===== src/rtl/alu_pkg.sv =====
// alu_pkg: opcode/mode encodings, instruction field positions and sequencer states shared by the ALU and its sequencer.
package alu_pkg;

    localparam logic [3:0] OP_NOP  = 4'd0;
    localparam logic [3:0] OP_ADD  = 4'd1;
    localparam logic [3:0] OP_SUB  = 4'd2;
    localparam logic [3:0] OP_XOR  = 4'd3;
    localparam logic [3:0] OP_XNOR = 4'd4;
    localparam logic [3:0] OP_SGT  = 4'd5;
    localparam logic [3:0] OP_CMP  = 4'd6;

    localparam logic [1:0] MODE_USER = 2'd0;
    localparam logic [1:0] MODE_JUMP = 2'd1;
    localparam logic [1:0] MODE_RSVD = 2'd2;
    localparam logic [1:0] MODE_HALT = 2'd3;

    localparam int OPC_LO  = 28;
    localparam int MODE_LO = 26;
    localparam int RD_LO   = 22;
    localparam int RS1_LO  = 18;
    localparam int RS2_LO  = 14;
    localparam int SUP_BIT = 13;

    typedef enum logic [2:0] {
        S_IDLE,
        S_FETCH,
        S_DECODE,
        S_EXEC,
        S_WB,
        S_HALT
    } seq_state_e;

    // Only user-mode arithmetic/logic results land in the register file.
    function automatic logic writes_back(input logic [1:0] mode, input logic [3:0] op);
        return mode == MODE_USER && op >= OP_ADD && op <= OP_SGT;
    endfunction

endpackage


===== src/rtl/seq_regfile.sv =====
// seq_regfile: sequencer register file, two combinational reads, one write, r0 hardwired to zero.
module seq_regfile #(
    parameter int WORD_W = 32,
    parameter int NREGS  = 16
) (
    input  logic                     clk,
    input  logic                     rst_n,
    input  logic                     we_i,
    input  logic [$clog2(NREGS)-1:0] waddr_i,
    input  logic [WORD_W-1:0]        wdata_i,
    input  logic [$clog2(NREGS)-1:0] raddr1_i,
    input  logic [$clog2(NREGS)-1:0] raddr2_i,
    output logic [WORD_W-1:0]        rdata1_o,
    output logic [WORD_W-1:0]        rdata2_o
);

    logic [WORD_W-1:0] regs_q [NREGS];

    always_ff @(posedge clk or negedge rst_n) begin
        if (!rst_n) begin
            for (int i = 0; i < NREGS; i++) regs_q[i] <= '0;
        end else if (we_i && waddr_i != '0) begin
            regs_q[waddr_i] <= wdata_i;
        end
    end

    assign rdata1_o = (raddr1_i == '0) ? '0 : regs_q[raddr1_i];
    assign rdata2_o = (raddr2_i == '0) ? '0 : regs_q[raddr2_i];

endmodule


===== src/rtl/alu_sequencer.sv =====
// alu_sequencer: fetches instructions over req/ack, drives the ALU from a local register file,
// writes results back and redirects the PC on taken jumps.
module alu_sequencer
    import alu_pkg::*;
#(
    parameter int WORD_W = 32,
    parameter int PC_W   = 10,
    parameter int NREGS  = 16
) (
    input  logic                     clk,
    input  logic                     rst_n,
    input  logic                     start,
    input  logic                     cfg_we,
    input  logic [$clog2(NREGS)-1:0] cfg_addr,
    input  logic [WORD_W-1:0]        cfg_data,
    output logic                     imem_req,
    output logic [PC_W-1:0]          imem_addr,
    input  logic                     imem_ack,
    input  logic [WORD_W-1:0]        imem_data,
    output logic [WORD_W-1:0]        alu_data_1,
    output logic [WORD_W-1:0]        alu_data_2,
    output logic [3:0]               alu_opcode,
    output logic [1:0]               alu_mode,
    output logic                     alu_enable,
    output logic                     alu_zero,
    input  logic [WORD_W-1:0]        alu_result,
    input  logic                     alu_one,
    output logic                     busy,
    output logic                     halted
);

    localparam int AW = $clog2(NREGS);

    seq_state_e        state_q, state_d;
    logic [PC_W-1:0]   pc_q, pc_d;
    logic [WORD_W-1:0] ir_q, res_q, d1_q, d2_q;
    logic [WORD_W-1:0] rd1, rd2, wdata;
    logic [3:0]        op_q, ir_op;
    logic [1:0]        mode_q, ir_mode;
    logic              one_q, rf_we, unused_ir;
    logic [AW-1:0]     ir_rd, ir_rs1, ir_rs2, waddr;

    assign ir_op   = ir_q[OPC_LO +: 4];
    assign ir_mode = ir_q[MODE_LO +: 2];
    assign ir_rd   = ir_q[RD_LO +: AW];
    assign ir_rs1  = ir_q[RS1_LO +: AW];
    assign ir_rs2  = ir_q[RS2_LO +: AW];
    assign unused_ir = ^ir_q[SUP_BIT-1:PC_W];

    always_comb begin
        state_d = state_q;
        pc_d    = pc_q;
        case (state_q)
            S_IDLE: begin
                if (start) begin
                    state_d = S_FETCH;
                    pc_d    = '0;
                end
            end
            S_FETCH:  state_d = imem_ack ? S_DECODE : S_FETCH;
            S_DECODE: state_d = (ir_mode == MODE_HALT) ? S_HALT : S_EXEC;
            S_EXEC:   state_d = S_WB;
            S_WB: begin
                state_d = S_FETCH;
                pc_d    = (ir_mode == MODE_JUMP && one_q) ? ir_q[PC_W-1:0] : pc_q + PC_W'(1);
            end
            default:  state_d = state_q;
        endcase
    end

    always_ff @(posedge clk or negedge rst_n) begin
        if (!rst_n) begin
            state_q <= S_IDLE;
            pc_q    <= '0;
        end else begin
            state_q <= state_d;
            pc_q    <= pc_d;
        end
    end

    // ALU-facing registers only move on their own state's edge, so they hold everywhere else.
    always_ff @(posedge clk or negedge rst_n) begin
        if (!rst_n) begin
            ir_q   <= '0;
            d1_q   <= '0;
            d2_q   <= '0;
            op_q   <= '0;
            mode_q <= '0;
            res_q  <= '0;
            one_q  <= 1'b0;
        end else begin
            if (state_q == S_FETCH && imem_ack) ir_q <= imem_data;
            if (state_q == S_DECODE) begin
                d1_q   <= rd1;
                d2_q   <= rd2;
                op_q   <= ir_op;
                mode_q <= ir_mode;
            end
            if (state_q == S_EXEC) begin
                res_q <= alu_result;
                one_q <= alu_one;
            end
        end
    end

    assign rf_we = (state_q == S_IDLE && cfg_we) || (state_q == S_WB && writes_back(ir_mode, ir_op));
    assign waddr = (state_q == S_IDLE) ? cfg_addr : ir_rd;
    assign wdata = (state_q == S_IDLE) ? cfg_data : res_q;

    seq_regfile #(
        .WORD_W (WORD_W),
        .NREGS  (NREGS)
    ) u_regfile (
        .clk      (clk),
        .rst_n    (rst_n),
        .we_i     (rf_we),
        .waddr_i  (waddr),
        .wdata_i  (wdata),
        .raddr1_i (ir_rs1),
        .raddr2_i (ir_rs2),
        .rdata1_o (rd1),
        .rdata2_o (rd2)
    );

    assign imem_req   = state_q == S_FETCH;
    assign imem_addr  = pc_q;
    assign alu_data_1 = d1_q;
    assign alu_data_2 = d2_q;
    assign alu_opcode = op_q;
    assign alu_mode   = mode_q;
    assign alu_enable = state_q == S_EXEC;
    assign alu_zero   = !((state_q inside {S_DECODE, S_EXEC, S_WB}) && !ir_q[SUP_BIT]);
    assign busy       = state_q inside {S_FETCH, S_DECODE, S_EXEC, S_WB};
    assign halted     = state_q == S_HALT;

endmodule

===== config.mk =====
export PLATFORM = sky130hd
export DESIGN_NAME = alu_sequencer
export DESIGN_NICKNAME = d
export VERILOG_FILES = /design/src/rtl/alu_pkg.sv /design/src/rtl/seq_regfile.sv /design/src/rtl/alu_sequencer.sv
export SDC_FILE = /design/constraint.sdc
export NUM_CORES = 1
export LEC_CHECK = 0
export BUFFER_PORTS_ARGS = -buffer_cell sky130_fd_sc_hd__buf_2
export CAP_MARGIN = 10
export CORE_MARGIN = 2
export CORE_UTILIZATION = 54
export DETAILED_ROUTE_END_ITERATION = 8
export PLACE_DENSITY = 0.8
export SYNTH_ARGS = -nofsm -noshare
export SYNTH_HDL_FRONTEND = slang
export SYNTH_HIERARCHICAL = 1
export SYNTH_SLANG_ARGS = --single-unit

===== constraint.sdc =====
create_clock -name clk -period 4 [get_ports clk]
set_clock_uncertainty 0.15 [all_clocks]
set_input_delay 0.4 -clock clk [delete_from_list [all_inputs] [get_ports clk]]
set_output_delay 0.4 -clock clk [all_outputs]
set_load 0.02 [all_outputs]

==> results of run 1 <==
[synth_stat cells (all sizes together) (14+ instances only)]
library cell / number / area, um2
mux4: 159 / 3580
a221o: 32 / 320
o22a: 29 / 254
mux2i: 68 / 681
buf: 121 / 732
dfrtp: 626 / 15700
nor2: 51 / 191
mux2: 712 / 8020
o31a: 29 / 254
a21oi: 14 / 70.1
a221oi: 31 / 334
nor3: 42 / 226
o22ai: 35 / 219
nor2b: 38 / 245
a22oi: 31 / 233
clkbuf: 89 / 334
[metal layers]
metal	vias to the layer above	global-route usage, %	wire length, um
met5	-	0	0
met4	0	12.9	3390
met3	234	5.14	6290
met2	991	46.0	41800
met1	11300	39.4	35900
li1	8776	-	-
[through the flow]
step | instance area [um2] | setup WS (ns)
floorplan | 31900 | 1.23
global placement | 33700 | 0.682
detailed placement | 33700 | 0.627
CTS | 36700 | 0.586
global route | 36700 | 0.472
finish | 36700 | 0.565
[cell families (layout without fill, tap and decap cells)]
kind of cell               after synthesis  after routing
DFF                                    626            626
adders and majority gates                1              1
AOI/OAI and AO/OA                      232            232
buffers and inverters                  217            455
muxes                                  939            939
xor gates and xnor gates                 1              1
and+or+nand+nor                        178            178
[worst paths after layout]
check	startpoint	cells after the start	slack, ns	to
max	state_q[1]$_DFFE_PN0P_	6	0.57	u_regfile/regs_q[371]$_DFFE_PN0P_
min	imem_ack	4	0.07	state_q[0]$_DFFE_PN0P_
max reg2reg	state_q[1]$_DFFE_PN0P_	6	0.57	u_regfile/regs_q[371]$_DFFE_PN0P_
min reg2reg	u_regfile/regs_q[510]$_DFFE_PN0P_	0	0.23	u_regfile/regs_q[510]$_DFFE_PN0P_
max in group asynchronous	rst_n	4	2.26	u_regfile/regs_q[466]$_DFFE_PN0P_
min in group asynchronous	rst_n	2	0.20	ir_q[5]$_DFFE_PN0N_
[power groups by stage]
stage          clock [mW]  sequential (mW)  combinational, mW
4_1_cts              6.62             10.7               12.0
3_5_place_dp            0             10.8               11.9
5_1_grt              6.91             11.0               12.8
3_3_place_gp            0             10.5               11.6
6_report             6.53             10.8               12.2
2_1_floorplan           0             10.1               8.84
[worst max-delay path, delay by kind of cell (launching register included)]
kind / cells / cell delay [ns]
and+or+nand+nor: 2 / 1.09
DFF: 1 / 0.53
buffers and inverters: 2 / 0.72
muxes: 2 / 0.79
[sequential cells by signal, summed over array words and instances (netlist names)]
signal	cells
alu_data_1	32
alu_data_2	32
alu_mode	2
alu_opcode	4
imem_addr	10
ir_q	29
one_q	1
res_q	32
state_q	3
u_regfile/regs_q	481
[layout make-up]
cell class              instances  share of cell area [%]
inverters                       7                  0.0717
clock buffers                  96                    5.43
well taps                     773                    2.64
repair buffers                330                    6.65
multi-input cells            1351                    41.5
flip-flops and latches        626                    42.8
clock inverters                22                   0.887
[timing repair]
item | 4_1_cts | 5_1_grt
endpoints found under the setup margin | 0 | 0
buffers inserted | 0 | 0
endpoints found under the hold margin | 141 | 0
hold buffers | 63 | 0
==> summary.txt, run 1 <==
Route
  – Vias per inst: 6.64
  – DR WL/cell: 27.3 um
  – DRC Markers: 0
  – DRT Wirelength: approximately 87,000 um
  – Via Count: 21,300
  – Antenna violation net count after detailed routing: 0
  – DR pass1 iterations: 6
  – Iteration-0 DRC Markers: roughly 1,900

Floorplanning
  – Initial Utilization: 54.4%
  – Core Box Area: about 59,000 um2
  – I/O pin count: 191
  – Die Span X: approximately 250 um
  – Height of the die: 247 um
  – Die Footprint: between 60,000 and 70,000 um2
  – Std cell rows: 89

Logic synthesis
  – Synth warnings: 6
  – Synth Area in XOR/XNOR: less than 1%
  – Compound-gate portion of the synthesized area: under 10%
  – Register area share after synthesis: roughly 49%
  – Netlist Area Pre-Place: roughly 32,000 um2
  – Multiplexer area fraction after synthesis: 38.5%
  – Main combinational cell family by area after synthesis: multiplexers
  – Synth Area per Inst: 14.5 um2
  – Simple-gate share of the synthesized area: between 2 and 3%
  – Top FF cell, synth: dfrtp_1
  – Synth Register Bits: between 600 and 700
  – EDFF count, synth: 0
  – Post-Syn Instances: ~2,200
  – Yosys cell types: 55
  – Async set or reset register ratio after synthesis: 100%
  – Area share of fa/ha/maj cells after synthesis: 0.0392%
  – Post-synthesis net count: between 2,000 and 2,500

Final layout
  – Multi-input logic area: 15,200 um2
  – Final core occ: 62.5%
  – P&R area growth vs syn: 14.9%
  – Fraction of layout cells with a size suffix above 1: approximately half
  – Diodes inserted: 0
  – Commonest cells after routing, fill and taps aside: mux2_2 (678), dfrtp_1 (619), buf_2 (186)
  – Nets: 2,491
  – Non-Filler Instances: around 3,200
  – Most common cell after layout, fill and taps aside: mux2_2
  – Register area: about 16,000 um2
  – Filler Cell Count: about 4,200

Timing
  – Slew @ Worst Pin: approximately 1.1 ns
  – Endpoints failing setup: 0
  – RSZ-0062 raised after global routing: no
  – Crit share post-route: a little under nine tenths
  – Fin. Hold Viols: 0
  – Max-slew violations: 0
  – Setup_tns: 0 ns
  – Slew HR: between 20% and 30%
  – Peak Freq: 291 MHz
  – Fin crit period: approximately 3.4 ns
  – Hold Slack: 0.0723 ns

Power and ir drop
  – Switching Fraction: between 30% and 40%
  – Pint: ~18 mW
  – Pwr Total: 29.4 mW
  – Reg power frac: 36.5%
  – Net Sw Power: roughly 11 mW
  – Leak pwr: between 15 and 20 nW
  – Clock share of power: roughly 22%
  – Maximum vdd drop: 0.000480 V
  – Power Density: around 800 nW/um2
  – Comb pwr share: around two fifths

CTS
  – CTS buffer count: 68
  – Htree depth: 3
  – Clock tree sinks: around 630
  – Clk buf depth: 3
  – Clock transition at path regs: 0.06 ns
  – Clk Latency, worst-skew pair: slightly above 0.6 ns
  – TritonCTS clock tree: built
  – CTS resizes: 0
  – Clock Root Buffer: clkbuf_16

Placed design
  – RePlAce Congestion: between 0.8 and 0.9
  – Placed insts: around 3,000
  – Detail Placement HPWL: 52,000 um
  – PortBufs: 187

Critical path
  – CP Data Required Time: 4.32 ns
  – Startpoint types: register
  – Critical path arrival: around 3.8 ns
  – CP Cell Sequence: nor3_4 -> buf_4 -> mux2_2 -> or3_2 -> buf_12 -> mux2_1
  – CP max-delay cell: or3_2
  – CP Capture Type: register
  – CP max stage delay: 0.72 ns
  – CP Class: reg -> reg
  – Critical path peak fanout: 23

Global routing
  – Initial antenna violation count: 0
  – Grt ovf: 0
  – Largest net degree at the start of global routing: 87
  – Global Route Usage Sum: slightly below 30%
  – Via count of the first global-routing pass: roughly 22,000
  – First-pass GRT wire length: about 130,000 um

Outcome
  – Status: completed

Hold path
  – HP Class: in -> reg

Run
  – Max_cap viols: 0
Note: power is estimated with default switching activity, not from simulation.
==> inputs of run 2 (changes only) <==
Settings changed: BUFFER_PORTS_ARGS -buffer_cell sky130_fd_sc_hd__buf_2 to -buffer_cell sky130_fd_sc_hd__buf_4.
==> summary.txt, run 2 (synthesis gave the netlist of run 1 again) <==
Critical path
  – CP Class: reg -> reg (unchanged)
  – CP Capture Type: register (unchanged)
  – Worst Path Buf+Inv: 2 (unchanged)
  – CP max stage delay: 0.58 ns (was 0.72 ns)
  – Worst R2R Start: state_q[1]$_DFFE_PN0P_ (unchanged)
  – Setup slack, reg-to-reg: 0.38 ns (was 0.57 ns)
  – Critical path peak fanout: 23 (unchanged)
  – CP max-delay cell: nor2_4 (was or3_2)
  – Critical path arrival: 3.94 ns (was 3.75 ns)
  – CP Cell Sequence: nor3_4 -> buf_4 -> mux2_2 -> nand2b_1 -> nor2_4 -> buf_12 -> mux2_2 (was nor3_4 -> buf_4 -> mux2_2 -> or3_2 -> buf_12 -> mux2_1)
  – Startpoint types: register (unchanged)
  – Crit path max-delay family: simple AND/OR/NAND/NOR gates (unchanged)
  – Critical Path Source: state_q[1]$_DFFE_PN0P_ (unchanged)
  – Cell repeated most along the worst path: mux2_2
  – CP Data Required Time: 4.32 ns (about the same)

Hold path
  – Worst Min Path Start: imem_ack (unchanged)
  – HP Class: in -> reg (unchanged)

Power and ir drop
  – Leak pwr: 17.0 nW (was 16.9 nW)
  – Power Density: 800 nW/um2 (was 803 nW/um2)
  – Maximum vdd drop: 0.000493 V (was 0.000480 V)

Final layout
  – Nets: 2,478 (was 2,491)
  – Commonest cells after routing, fill and taps aside: mux2_2 (678), dfrtp_1 (618), buf_4 (227) (was mux2_2 (678), dfrtp_1 (619), buf_2 (186))
  – Largest reg by FF count: u_regfile/regs_q (unchanged)
  – P&R area growth vs syn: 16.5% (was 14.9%)
  – Largest register FFs: 481 (unchanged)
  – Filler Cell Count: 4,208 (was 4,187)
  – Non-Filler Instances: 3,196 (was 3,205)
  – Fraction of layout cells with a size suffix above 1: 51.3% (was 51.4%)
  – Most common cell after layout, fill and taps aside: mux2_2 (unchanged)

CTS
  – Clock tree sinks: 626 (unchanged)
  – Clock transition at path regs: 0.06 ns (about the same)
  – TritonCTS clock tree: built (unchanged)
  – CTS buffer count: 69 (was 68)
  – Clk buf depth: 3 (unchanged)
  – Clock Root Buffer: clkbuf_16 (unchanged)
  – Htree depth: 3 (unchanged)
  – Clk Latency, worst-skew pair: 0.61 ns (about the same)

Timing
  – Fin crit period: 3.62 ns (was 3.43 ns)
  – Slew @ Worst Pin: 1.24 ns (was 1.11 ns)
  – Peak Freq: 276 MHz (was 291 MHz)
  – Endpoints failing setup: 0 (unchanged)
  – RSZ-0062 raised after global routing: no (unchanged)
  – Max-slew violations: 0 (unchanged)
  – Crit share post-route: 90.5% (was 85.9%)
  – Setup_tns: 0 ns (unchanged)
  – Fin. Hold Viols: 0 (unchanged)
  – Slew HR: 17.1% (was 26.3%)

Global routing
  – Largest net degree at the start of global routing: 98 (was 87)
  – Global Route Usage Sum: 28.7% (was 29.0%)
  – First-pass GRT wire length: 133,000 um (was 134,000 um)
  – Initial antenna violation count: 1 (was 0)
  – Via count of the first global-routing pass: 22,400 (about the same)
  – Grt ovf: 0 (unchanged)

Floorplanning
  – Die Footprint: 61,000 um2 (unchanged)
  – Height of the die: 247 um (unchanged)
  – Std cell rows: 89 (unchanged)
  – Die Span X: 247 um (unchanged)
  – Initial Utilization: 54.4% (unchanged)
  – Core Box Area: 58,700 um2 (unchanged)
  – I/O pin count: 191 (unchanged)

Route
  – DRT Wirelength: 86,400 um (was 87,400 um)
  – DR pass1 iterations: 5 (was 6)
  – Antenna violation net count after detailed routing: 0 (unchanged)
  – Vias per inst: 6.61 (was 6.64)
  – Via Count: 21,100 (was 21,300)
  – DR WL/cell: 27.0 um (was 27.3 um)
  – DRC Markers: 0 (unchanged)
  – Iteration-0 DRC Markers: 1,917 (was 1,896)

Placed design
  – Placed insts: 3,010 (was 3,024)
  – RePlAce Congestion: 0.824 (was 0.850)
  – PortBufs: 187 (unchanged)
  – Detail Placement HPWL: 52,700 um (was 52,000 um)

Outcome
  – Status: completed (unchanged)

Run
  – Max_cap viols: 0 (unchanged)
## run 2: cell count changes in the layout (fill, tap and decap cells not counted), sizes merged
cell / delta
diode: +1
buf: -14
clkbuf: +6
clkinv: -2
## run 2: worst paths after layout
| path | cells after the start | endpoint |
|---|---|---|
| worst max register to register | 7 | u_regfile/regs_q[77]$_DFFE_PN0P_ |
| worst min-delay path | 4 | state_q[0]$_DFFE_PN0P_ |
| max in group asynchronous | 3 | ir_q[21]$_DFFE_PN0N_ |
| min in group asynchronous | 2 | ir_q[4]$_DFFE_PN0N_ |
| worst min register to register | 0 | u_regfile/regs_q[510]$_DFFE_PN0P_ |
| worst max-delay path | 7 | u_regfile/regs_q[77]$_DFFE_PN0P_ |
## run 2: routing by layer
metal	routed length, um	global-route usage, %
met5	0	0
met3	6350	5.25
met4	3180	10.8
met2	41900	46.6
met1	35000	38.8
## run 2: cell type report
| class | instances | area [um2] | area share [%] |
|---|---|---|---|
| flip-flops and latches | 626 | 15700 | 42.2 |
| multi-input cells | 1351 | 15200 | 41.0 |
| clock inverters | 20 | 323 | 0.869 |
| well taps | 773 | 967 | 2.60 |
| clock buffers | 102 | 2040 | 5.50 |
| diodes | 1 | 2.50 | 0.00674 |
| inverters | 7 | 26.3 | 0.0707 |
| repair buffers | 316 | 2850 | 7.67 |
## run 2: where the power goes
group,total (mW),leakage (nW),internal [mW],switching [mW]
Sequential,10.7,8.36,8.57,2.17
Clock,6.60,1.16,4.00,2.60
Combinational,12.4,7.45,6.11,6.27
Total,29.7,17.0,18.7,11.0
## run 2: tightest hold or removal path, cell delays in order
cell     delay, ns
buf_4         0.09
o21ai_0       0.06
a21oi_1       0.14
a31oi_1       0.06
## run 2: stage by stage
step | hold WS, ns | worst slack (ns) | power, mW | util (%) | area, um2
2_1_floorplan | -0.0456 | 1.23 | 18.9 | - | 31900
3_3_place_gp | 0.208 | 0.571 | 22.4 | 58.2 | 34100
3_5_place_dp | 0.219 | 0.459 | 23.0 | 58.2 | 34100
4_1_cts | 0.0187 | 0.388 | 29.7 | 63.3 | 37100
5_1_grt | 0.138 | 0.302 | 31.1 | 63.3 | 37100
6_report | 0.0626 | 0.380 | 29.7 | 63.3 | 37100
## run 2: repair_timing
item,CTS,global route
endpoints found under the hold margin,146,0
gates resized for setup,0,0
setup buffers,0,0
hold buffers,63,0
==> inputs of run 3 (changes only) <==
==> constraint.sdc (replaced) <==
create_clock -name clk -period 4 [get_ports clk]
set_clock_uncertainty 0.15 [all_clocks]
set_input_delay 0.8 -clock clk [delete_from_list [all_inputs] [get_ports clk]]
set_output_delay 0.8 -clock clk [all_outputs]
set_load 0.02 [all_outputs]
==> summary.txt, run 3 (synthesis gave the netlist of run 1 again) <==
Outcome
  – Status: completed (unchanged)

Route
  – DR WL/cell: 27.7 um (was 27.0 um)
  – WL met2: 41,000 um (was 41,900 um)
  – DRT Wirelength: 86,600 um (was 86,400 um)
  – Via Count: 21,000 (was 21,100)
  – DRC Markers: 0 (unchanged)
  – Vias per inst: 6.71 (was 6.61)
  – Max layer used: met5 (was met4)
  – Antenna violation net count after detailed routing: 0 (unchanged)
  – Met1 wire length: 35,000 um (about the same)
  – Metal3 WL: 6840 um (was 6350 um)
  – Iteration-0 DRC Markers: 1,854 (was 1,917)
  – DR pass1 iterations: 5 (unchanged)

Placed design
  – Placed insts: 3,012 (was 3,010)
  – RePlAce Congestion: 0.829 (was 0.824)
  – Detail Placement HPWL: 52,800 um (was 52,700 um)
  – PortBufs: 187 (unchanged)
  – Placement Cell Area: 34,100 um2 (about the same)
  – Pre-CTS setup slack: 0.564 ns (was 0.459 ns)

Timing
  – Max-slew violations: 0 (unchanged)
  – RSZ-0062 raised after global routing: no (unchanged)
  – Setup_tns: 0 ns (unchanged)
  – Endpoints failing setup: 0 (unchanged)
  – Slew @ Worst Pin: 1.24 ns (about the same)
  – Hold Slack: 0.0791 ns (was 0.0626 ns)
  – Fin. Hold Viols: 0 (unchanged)
  – Slew HR: 17.6% (was 17.1%)
  – Fin crit period: 3.47 ns (was 3.62 ns)
  – Crit share post-route: 86.7% (was 90.5%)
  – Final WS setup: 0.533 ns (was 0.380 ns)
  – Peak Freq: 288 MHz (was 276 MHz)

CTS
  – Clock tree sinks: 626 (unchanged)
  – CTS resizes: 0 (unchanged)
  – CTS buffer count: 69 (unchanged)
  – Clock Root Buffer: clkbuf_16 (unchanged)
  – Htree depth: 3 (unchanged)
  – Clk Latency, worst-skew pair: 0.62 ns (was 0.61 ns)
  – Clk buf depth: 3 (unchanged)
  – # Post-CTS Setup Buffers: 0 (unchanged)
  – Clock transition at path regs: 0.06 ns (about the same)
  – Hold_buf cts: 0 (was 63)
  – TritonCTS clock tree: built (unchanged)

Critical path
  – Startpoint types: register (unchanged)
  – Critical path peak fanout: 25 (was 23)
  – CP Class: reg -> reg (unchanged)
  – CP Capture Type: register (unchanged)
  – R2r worst-path depth: 7 (unchanged)
  – Critical path arrival: 3.80 ns (was 3.94 ns)
  – CP Data Required Time: 4.33 ns (was 4.32 ns)

Final layout
  – Fraction of layout cells with a size suffix above 1: 52.6% (was 51.3%)
  – Most common cell after layout, fill and taps aside: mux2_2 (unchanged)
  – Largest reg by FF count: u_regfile/regs_q (unchanged)
  – Register area: 15,700 um2 (unchanged)
  – Largest register FFs: 481 (unchanged)
  – Multi-input logic area: 15,200 um2 (unchanged)
  – Post-route cell area: 36,300 um2 (was 37,100 um2)
  – P&R area growth vs syn: 13.9% (was 16.5%)
  – Non-Filler Instances: 3,130 (was 3,196)
  – Commonest cells after routing, fill and taps aside: mux2_2 (678), dfrtp_1 (618), buf_4 (230) (was mux2_2 (678), dfrtp_1 (618), buf_4 (227))
  – Filler Cell Count: 4,272 (was 4,208)
  – Nets: 2,417 (was 2,478)

Power and ir drop
  – Leak pwr: 16.6 nW (was 17.0 nW)
  – Maximum vdd drop: 0.000610 V (was 0.000493 V)
  – Power Density: 805 nW/um2 (was 800 nW/um2)

Floorplanning
  – Initial Utilization: 54.4% (unchanged)
  – Die Span X: 247 um (unchanged)
  – Die Footprint: 61,000 um2 (unchanged)
  – I/O pin count: 191 (unchanged)
  – Height of the die: 247 um (unchanged)
  – Core Box Area: 58,700 um2 (unchanged)
  – Std cell rows: 89 (unchanged)

Global routing
  – Initial antenna violation count: 2 (was 1)
  – First-pass GRT wire length: 133,000 um (about the same)
  – Global Route Usage Sum: 28.9% (was 28.7%)
  – Via count of the first global-routing pass: 22,000 (was 22,400)
  – Largest net degree at the start of global routing: 88 (was 98)
  – Grt ovf: 0 (unchanged)

Run
  – Max_cap viols: 0 (unchanged)

Hold path
  – HP Class: in -> async (was in -> reg)
run 3: changes by cell type in the layout (fill, tap and decap cells not counted), sizes merged:
cell / delta
buf: +2
bufinv: -5
clkbuf: -2
clkinv: +4
clkinvlp: +1
dlygate4sd3: -63
inv: -3
run 3: metal layers:
| layer | track usage [%] | vias to the layer above |
|---|---|---|
| li1 | - | 8626 |
| met1 | 39.0 | 11100 |
| met2 | 45.2 | 1010 |
| met3 | 5.86 | 247 |
| met4 | 13.6 | 2 |
| met5 | 0 | - |
run 3: final timing paths:
kind / slack (ns) / end / startpoint
worst min-delay path: 0.08 / ir_q[5]$_DFFE_PN0N_ / rst_n
worst max register to register: 0.53 / u_regfile/regs_q[241]$_DFFE_PN0P_ / state_q[1]$_DFFE_PN0P_
worst max-delay path: 0.53 / u_regfile/regs_q[241]$_DFFE_PN0P_ / state_q[1]$_DFFE_PN0P_
max in group asynchronous: 2.74 / ir_q[19]$_DFFE_PN0N_ / rst_n
min in group clk: 0.23 / u_regfile/regs_q[510]$_DFFE_PN0P_ / u_regfile/regs_q[510]$_DFFE_PN0P_
worst min register to register: 0.23 / u_regfile/regs_q[510]$_DFFE_PN0P_ / u_regfile/regs_q[510]$_DFFE_PN0P_
run 3: final cells by class:
class	count	area share (%)
inverter	7	0.0723
timing repair buffer	255	6.12
clock inverter	17	0.396
sequential	626	43.2
multi-input combinational	1351	42.0
tap	773	2.66
clock buffer	100	5.61
antenna	1	0.00689
run 3: critical path: stages, from the launching register on:
cell and delay, ns:
dfrtp_1 0.52, nor3_4 0.29, buf_4 0.33, mux2_2 0.41, nand3b_1 0.35, or3_2 0.69, buf_12 0.26, mux2_2 0.31
run 3: where the power goes:
part	internal [mW]	switching, mW	total (mW)	leakage [nW]
combinational	6.03	6.26	12.3	7.20
sequential	8.57	2.19	10.8	8.36
clock	3.65	2.54	6.19	1.08
total	18.3	11.0	29.2	16.6
run 3: through the flow:
step / util (%) / total power, mW
floorplan: - / 18.9
global placement: 58.2 / 22.4
detailed placement: 58.2 / 22.9
CTS: 61.9 / 29.2
global route: 61.9 / 30.6
finish: 61.9 / 29.2
